<file path="src/rtl/framebuffer_loader_pkg.sv">
// rtl/framebuffer_loader_pkg.sv - shared constants and state encoding for the framebuffer loader
//
// Purpose: framebuffer geometry, the frame-open command byte and the loader
//          state encoding, shared by the loader and its bench.
// Ports:   none (package).

package framebuffer_loader_pkg;

  // Port A byte addressing: 64x32 pixels, 2 bytes per RGB565 pixel.
  localparam int FB_ADDR_WIDTH = 12;
  localparam int FB_BYTES      = 4096;

  // 'L' opens a frame load.
  localparam logic [7:0] CMD_LOAD = 8'h4C;

  typedef enum logic {
    IDLE = 1'b0,
    LOAD = 1'b1
  } state_t;

endpackage

</file>
<file path="src/rtl/timeout.sv">
// rtl/timeout.sv - restartable idle-gap counter with a terminal-count flag
//
// Purpose: counts cycles while enabled, holds at LIMIT-1 and flags it.
//          restart has priority and clears the count.
// Ports:
//   clk      in   1              clock
//   reset    in   1              asynchronous, active-high reset
//   restart  in   1              clear the count this cycle
//   enable   in   1              count this cycle (when not restarted)
//   expired  out  1              count has reached LIMIT-1

module timeout #(
  parameter int LIMIT         = 7000,
  parameter int COUNTER_WIDTH = 13
) (
  input  logic clk,
  input  logic reset,
  input  logic restart,
  input  logic enable,
  output logic expired
);

  localparam logic [COUNTER_WIDTH-1:0] LAST = COUNTER_WIDTH'(LIMIT - 1);

  logic [COUNTER_WIDTH-1:0] count;

  always_ff @(posedge clk or posedge reset) begin
    if (reset) begin
      count <= '0;
    end else if (restart) begin
      count <= '0;
    end else if (enable && (count != LAST)) begin
      count <= count + 1'b1;
    end
  end

  assign expired = (count == LAST);

endmodule

</file>
<file path="src/rtl/framebuffer_loader.sv">
// rtl/framebuffer_loader.sv - UART byte stream to framebuffer port A frame writer
//
// Purpose: a START_BYTE in IDLE opens a frame; the next 2**ADDR_WIDTH bytes are
//          written to sequential port A byte addresses. A gap of TIMEOUT_CYCLES
//          idle cycles aborts the load (no rollback of bytes already written).
// Ports:
//   clk_in       in   1           root clock
//   reset        in   1           asynchronous, active-high reset
//   rx_data      in   8           received byte, valid with rx_valid
//   rx_valid     in   1           one-cycle strobe per received byte
//   ram_addr     out  ADDR_WIDTH  port A byte address
//   ram_data     out  8           port A write data
//   ram_wr       out  1           port A write enable
//   ram_clk_en   out  1           port A clock enable (follows ram_wr)
//   busy         out  1           frame load open
//   frame_done   out  1           pulse with the write of the last frame byte
//   frame_error  out  1           pulse when a load is aborted by gap timeout

module framebuffer_loader
  import framebuffer_loader_pkg::*;
#(
  parameter int         ADDR_WIDTH     = FB_ADDR_WIDTH,
  parameter logic [7:0] START_BYTE     = CMD_LOAD,
  parameter int         TIMEOUT_CYCLES = 7000,
  parameter int         TIMEOUT_WIDTH  = 13
) (
  input  logic                  clk_in,
  input  logic                  reset,
  input  logic [7:0]            rx_data,
  input  logic                  rx_valid,
  output logic [ADDR_WIDTH-1:0] ram_addr,
  output logic [7:0]            ram_data,
  output logic                  ram_wr,
  output logic                  ram_clk_en,
  output logic                  busy,
  output logic                  frame_done,
  output logic                  frame_error
);

  localparam logic [ADDR_WIDTH-1:0] LAST_PTR = '1;

  state_t                  state, state_next;
  logic [ADDR_WIDTH-1:0]   ptr, ptr_next;
  logic [ADDR_WIDTH-1:0]   addr_next;
  logic [7:0]              data_next;
  logic                    wr_next, done_next, err_next;
  logic                    gap_restart, gap_enable, gap_expired;

  // The gap counter only runs in LOAD and restarts on every received byte,
  // so a byte arriving on the terminal-count cycle always wins over the timeout.
  assign gap_restart = (state != LOAD) || rx_valid;
  assign gap_enable  = (state == LOAD);

  timeout #(
    .LIMIT         (TIMEOUT_CYCLES),
    .COUNTER_WIDTH (TIMEOUT_WIDTH)
  ) u_gap (
    .clk     (clk_in),
    .reset   (reset),
    .restart (gap_restart),
    .enable  (gap_enable),
    .expired (gap_expired)
  );

  always_comb begin
    state_next = state;
    ptr_next   = ptr;
    addr_next  = ram_addr;
    data_next  = ram_data;
    wr_next    = 1'b0;
    done_next  = 1'b0;
    err_next   = 1'b0;
    case (state)
      IDLE: begin
        if (rx_valid && (rx_data == START_BYTE)) begin
          state_next = LOAD;
          ptr_next   = '0;
        end
      end
      LOAD: begin
        // Inside a load every byte is data, START_BYTE included.
        if (rx_valid) begin
          wr_next   = 1'b1;
          addr_next = ptr;
          data_next = rx_data;
          ptr_next  = ptr + 1'b1;
          if (ptr == LAST_PTR) begin
            done_next  = 1'b1;
            state_next = IDLE;
          end
        end else if (gap_expired) begin
          err_next   = 1'b1;
          state_next = IDLE;
        end
      end
      default: state_next = IDLE;
    endcase
  end

  // Outputs are registered so the write lands one cycle after the byte, and
  // frame_done / frame_error line up with the cycle where busy drops.
  always_ff @(posedge clk_in or posedge reset) begin
    if (reset) begin
      state       <= IDLE;
      ptr         <= '0;
      ram_addr    <= '0;
      ram_data    <= '0;
      ram_wr      <= 1'b0;
      frame_done  <= 1'b0;
      frame_error <= 1'b0;
    end else begin
      state       <= state_next;
      ptr         <= ptr_next;
      ram_addr    <= addr_next;
      ram_data    <= data_next;
      ram_wr      <= wr_next;
      frame_done  <= done_next;
      frame_error <= err_next;
    end
  end

  assign ram_clk_en = ram_wr;
  assign busy       = (state == LOAD);

endmodule
</file>
<file path="config.mk">
export PLATFORM = sky130hd
export DESIGN_NAME = framebuffer_loader
export DESIGN_NICKNAME = d
export VERILOG_FILES = /design/src/rtl/framebuffer_loader_pkg.sv /design/src/rtl/timeout.sv /design/src/rtl/framebuffer_loader.sv
export SDC_FILE = /design/constraint.sdc
export NUM_CORES = 1
export LEC_CHECK = 0
export CAP_MARGIN = 20
export CORE_MARGIN = 5
export CORE_UTILIZATION = 31
export DETAILED_ROUTE_END_ITERATION = 16
export PLACE_DENSITY = 0.47
export SLEW_MARGIN = 20
export SYNTH_ARGS = -nofsm -noshare
export SYNTH_HDL_FRONTEND = slang
export SYNTH_HIERARCHICAL = 1
export SYNTH_SLANG_ARGS = --single-unit
</file>
<file path="constraint.sdc">
create_clock -name clk_in -period 2.4 [get_ports clk_in]
set_input_delay 0.48 -clock clk_in [delete_from_list [all_inputs] [get_ports clk_in]]
set_output_delay 0.48 -clock clk_in [all_outputs]
set_load 0.005 [all_outputs]
</file>
==> summary.txt <==
Pwr
  • VDD IR max: approximately 310 µV
  • Leak Pwr: about 1.3 nW
  • Combinational Power Share: 0.182
  • Register share of total power: 0.511
  • Sw Ratio: 0.2595
  • Power per Cell Area: 703.0 nW/µm²
  • Clk pwr share: 0.308
  • Pint: between 1 and 1.5 mW
  • NetSw: roughly 0.52 mW

Synth
  • XOR/XNOR share of the synthesized area: 0.02694
  • Largest area contributor in the netlist: dfrtp_1
  • FF+latch count, synth: 49
  • Synthesis Warnings: 6
  • Area contributors post-synth: dfrtp_1, nand2_1, nor2_1
  • Post-synth cell types: 44
  • Synthesized area: approximately 2300 µm²
  • Cells after Synth: ~240
  • Yosys top cell area share: 0.5388
  • Adder-Cell Fraction of Synth Area: 0.01649
  • Register area share after synthesis: 0.5388
  • Post-synthesis net count: 249
  • Mux share of post-synthesis cell area: 0.01869
  • Complex-gate fraction of the synthesized area: 0.07806
  • Post-Syn Area per Cell: just under 10 µm²
  • Main combinational cell family by area after synthesis: simple AND/OR/NAND/NOR gates
  • Simple-gate portion of the synthesized area: 0.2897

Clocking
  • H-tree levels: 2
  • TritonCTS clock tree: built
  • Hold buffers post-CTS: 0
  • Root Driver: clkbuf_8
  • Cts bufs inserted: 5
  • Clk_lat worst skew: 0.30 ns
  • Clock transition at path regs: roughly 0.10 ns
  • Post-CTS setup buffer count: 0
  • # clock sinks: around 50
  • CTS max path bufs: 2
  • Post-cts sizing count: 0

Layout
  • Share of layout cells above drive strength 1: 0.07664
  • Most common cell after layout, fill and taps aside: nand2_1
  • Ant. Diodes: 0
  • Nets: between 200 and 300
  • Most frequent cells in the layout: nand2_1, dfrtp_1, clkdlybuf4s50_1
  • Area Overhead vs Synth: 25.62%
  • Final Cell Area: roughly 2900 µm²

Global route
  • GR Util met2: 0.1899
  • Gr busiest metal: met2
  • Vias in the first global route: around 1,800
  • Met1 usage: 0.1729
  • Grt ovf: 0
  • Initial antenna violation count: 0
  • Total track usage: 0.1235
  • GR met3 Demand/Resource: 0.02684
  • Largest net degree at the start of global routing: 37
  • First-pass GRT wire length: roughly 8900 µm

Placement
  • DP Wirelength: roughly 3500 µm
  • Port Buffers: 35
  • Placement Cell Area: approximately 2700 µm²
  • RePlAce Congestion: 0.8142

Worst setup path
  • Critical path type: register to primary output
  • Top delay family on crit path: flip-flops
  • CP Buf/Inv Count: 1
  • CP max stage cell: dfrtp_1
  • Worst-path cell chain: clkdlybuf4s50_1
  • Setup crit start kind: register
  • Arr. time, crit path: roughly 1.6 ns
  • CP max stage delay: between 0.6 and 0.7 ns
  • CP Max Fanout: 14
  • Critical path capture point type: primary output
  • CP required: between 1.5 and 2 ns

Routing
  • DRC viols: 0
  • Pre-antenna DRT Iters: 4
  • Final WL: just over 5000 µm
  • Initial drt markers: 75
  • DR vias: roughly 1,800
  • Vias/cell: 4.692
  • Antenna viol nets, final: 0
  • Per-cell routed wire length: around 13 µm

Die
  • Core Box Area: between 7000 and 8000 µm²
  • I/O pin count: 36
  • Initial Util: 0.3155
  • Die area: between 9000 and 10,000 µm²
  • Die Wd: 95.69 µm
  • Die Y: around 96 µm
  • Num rows: 31

Run status
  • Status: finished clean

Timing
  • Count of final setup violators: 0
  • Max Clk Rate: 491.3 MHz
  • Final Hold Viols: 0
  • Final Skew: 0.01525 ns
  • Relative slew slack: 0.5983
  • RSZ-0062 raised after global routing: false
  • Post-layout min period: a little over 2 ns
  • Max-slew violations: 0
  • Setup_tns: 0 ns
  • Tcrit/Tclk final: 0.8481
  • Worst-margin pin slew: about 0.60 ns

Job
  • Max-Cap Viols: 0

Worst hold path
  • Worst Hold Class: register to register
[per-layer routing]
layer / vias up / wire [µm]
li1: 880 / -
met1: 838 / 2474
met2: 27 / 2312
met3: 5 / 183
met4: 0 / 62
met5: - / 0
[Yosys cell counts (all sizes together)]
master	count
xnor2	4
o211ai	2
nor2b	2
nand2	69
a211oi	1
or3	1
xor2	3
or4	1
mux2i	2
dfrtp	49
ha	3
and3	4
nor3	6
a21o	2
o2bb2ai	1
buf	7
nor2	15
a21oi	4
nor4b	2
and2	2
o21ai	10
a41oi	1
o21a	1
and4	1
o31ai	3
nor3b	1
or4b	1
inv	8
a31oi	1
nand2b	1
mux2	2
clkbuf	1
nand4	8
o41ai	1
nand3	11
nor4	1
nand4b	3
[power groups by stage]
stage / clock [mW] / sequential (mW) / combinational (mW)
finish: 0.618 / 1.03 / 0.365
global route: 0.678 / 1.05 / 0.410
CTS: 0.650 / 1.03 / 0.375
detailed placement: 0 / 1.05 / 0.371
global placement: 0 / 1.04 / 0.372
floorplan: 0 / 1.03 / 0.146
[state kept, by name, indices dropped and copies added, names as in the netlist]
signal and count:
busy 1, frame_done 1, frame_error 1, ptr 12, ram_addr 12, ram_clk_en 1, ram_data 8, u_gap/count 13
[kinds of logic after synthesis]
kind of cell             Yosys count
buffers and inverters             16
AND/OR/NAND/NOR                  129
multiplexers                       4
flip-flops                        49
adder cells (fa/ha/maj)            3
AO/OA/AOI/OAI                     27
XOR/XNOR                           7
[stage by stage]
step	hold WS (ns)	worst slack, ns	total power, mW	cells	util
final	0.4800	0.3646	2.010	373	0.3963
after global routing	0.5233	0.2595	2.138	373	0.3963
after CTS	0.4870	0.3281	2.055	373	0.3963
after detailed placement	0.4616	0.2615	1.416	365	0.3796
after global placement	0.4578	0.2943	1.416	365	0.3796
after floorplan	0.3570	0.5663	1.179	235	-
[final timing paths]
kind	endpoint	slack [ns]	from	cells past startpoint
hold / removal	ram_data[0]$_DFFE_PP0P_	0.48	ram_data[0]$_DFFE_PP0P_	2
setup reg to reg	u_gap/count[9]$_DFFE_PP0P_	0.42	u_gap/count[7]$_DFFE_PP0P_	4
hold reg to reg	ram_data[0]$_DFFE_PP0P_	0.48	ram_data[0]$_DFFE_PP0P_	2
setup / recovery	busy	0.36	busy$_DFF_PP0_	1
min in group asynchronous	u_gap/count[12]$_DFFE_PP0P_	0.53	reset	2
max in group asynchronous	ptr[10]$_DFFE_PP0P_	1.43	reset	3
[final cells by class]
| cell class | count | area [µm²] |
|---|---|---|
| sequential | 49 | 1226 |
| inverter | 8 | 30.03 |
| multi-input combinational | 170 | 978.4 |
| clock inverter | 2 | 37.54 |
| tap | 99 | 123.9 |
| timing repair buffer | 39 | 380.4 |
| clock buffer | 6 | 82.58 |
| fill | 752 | 4355 |
(Power assumes the default switching activity.)
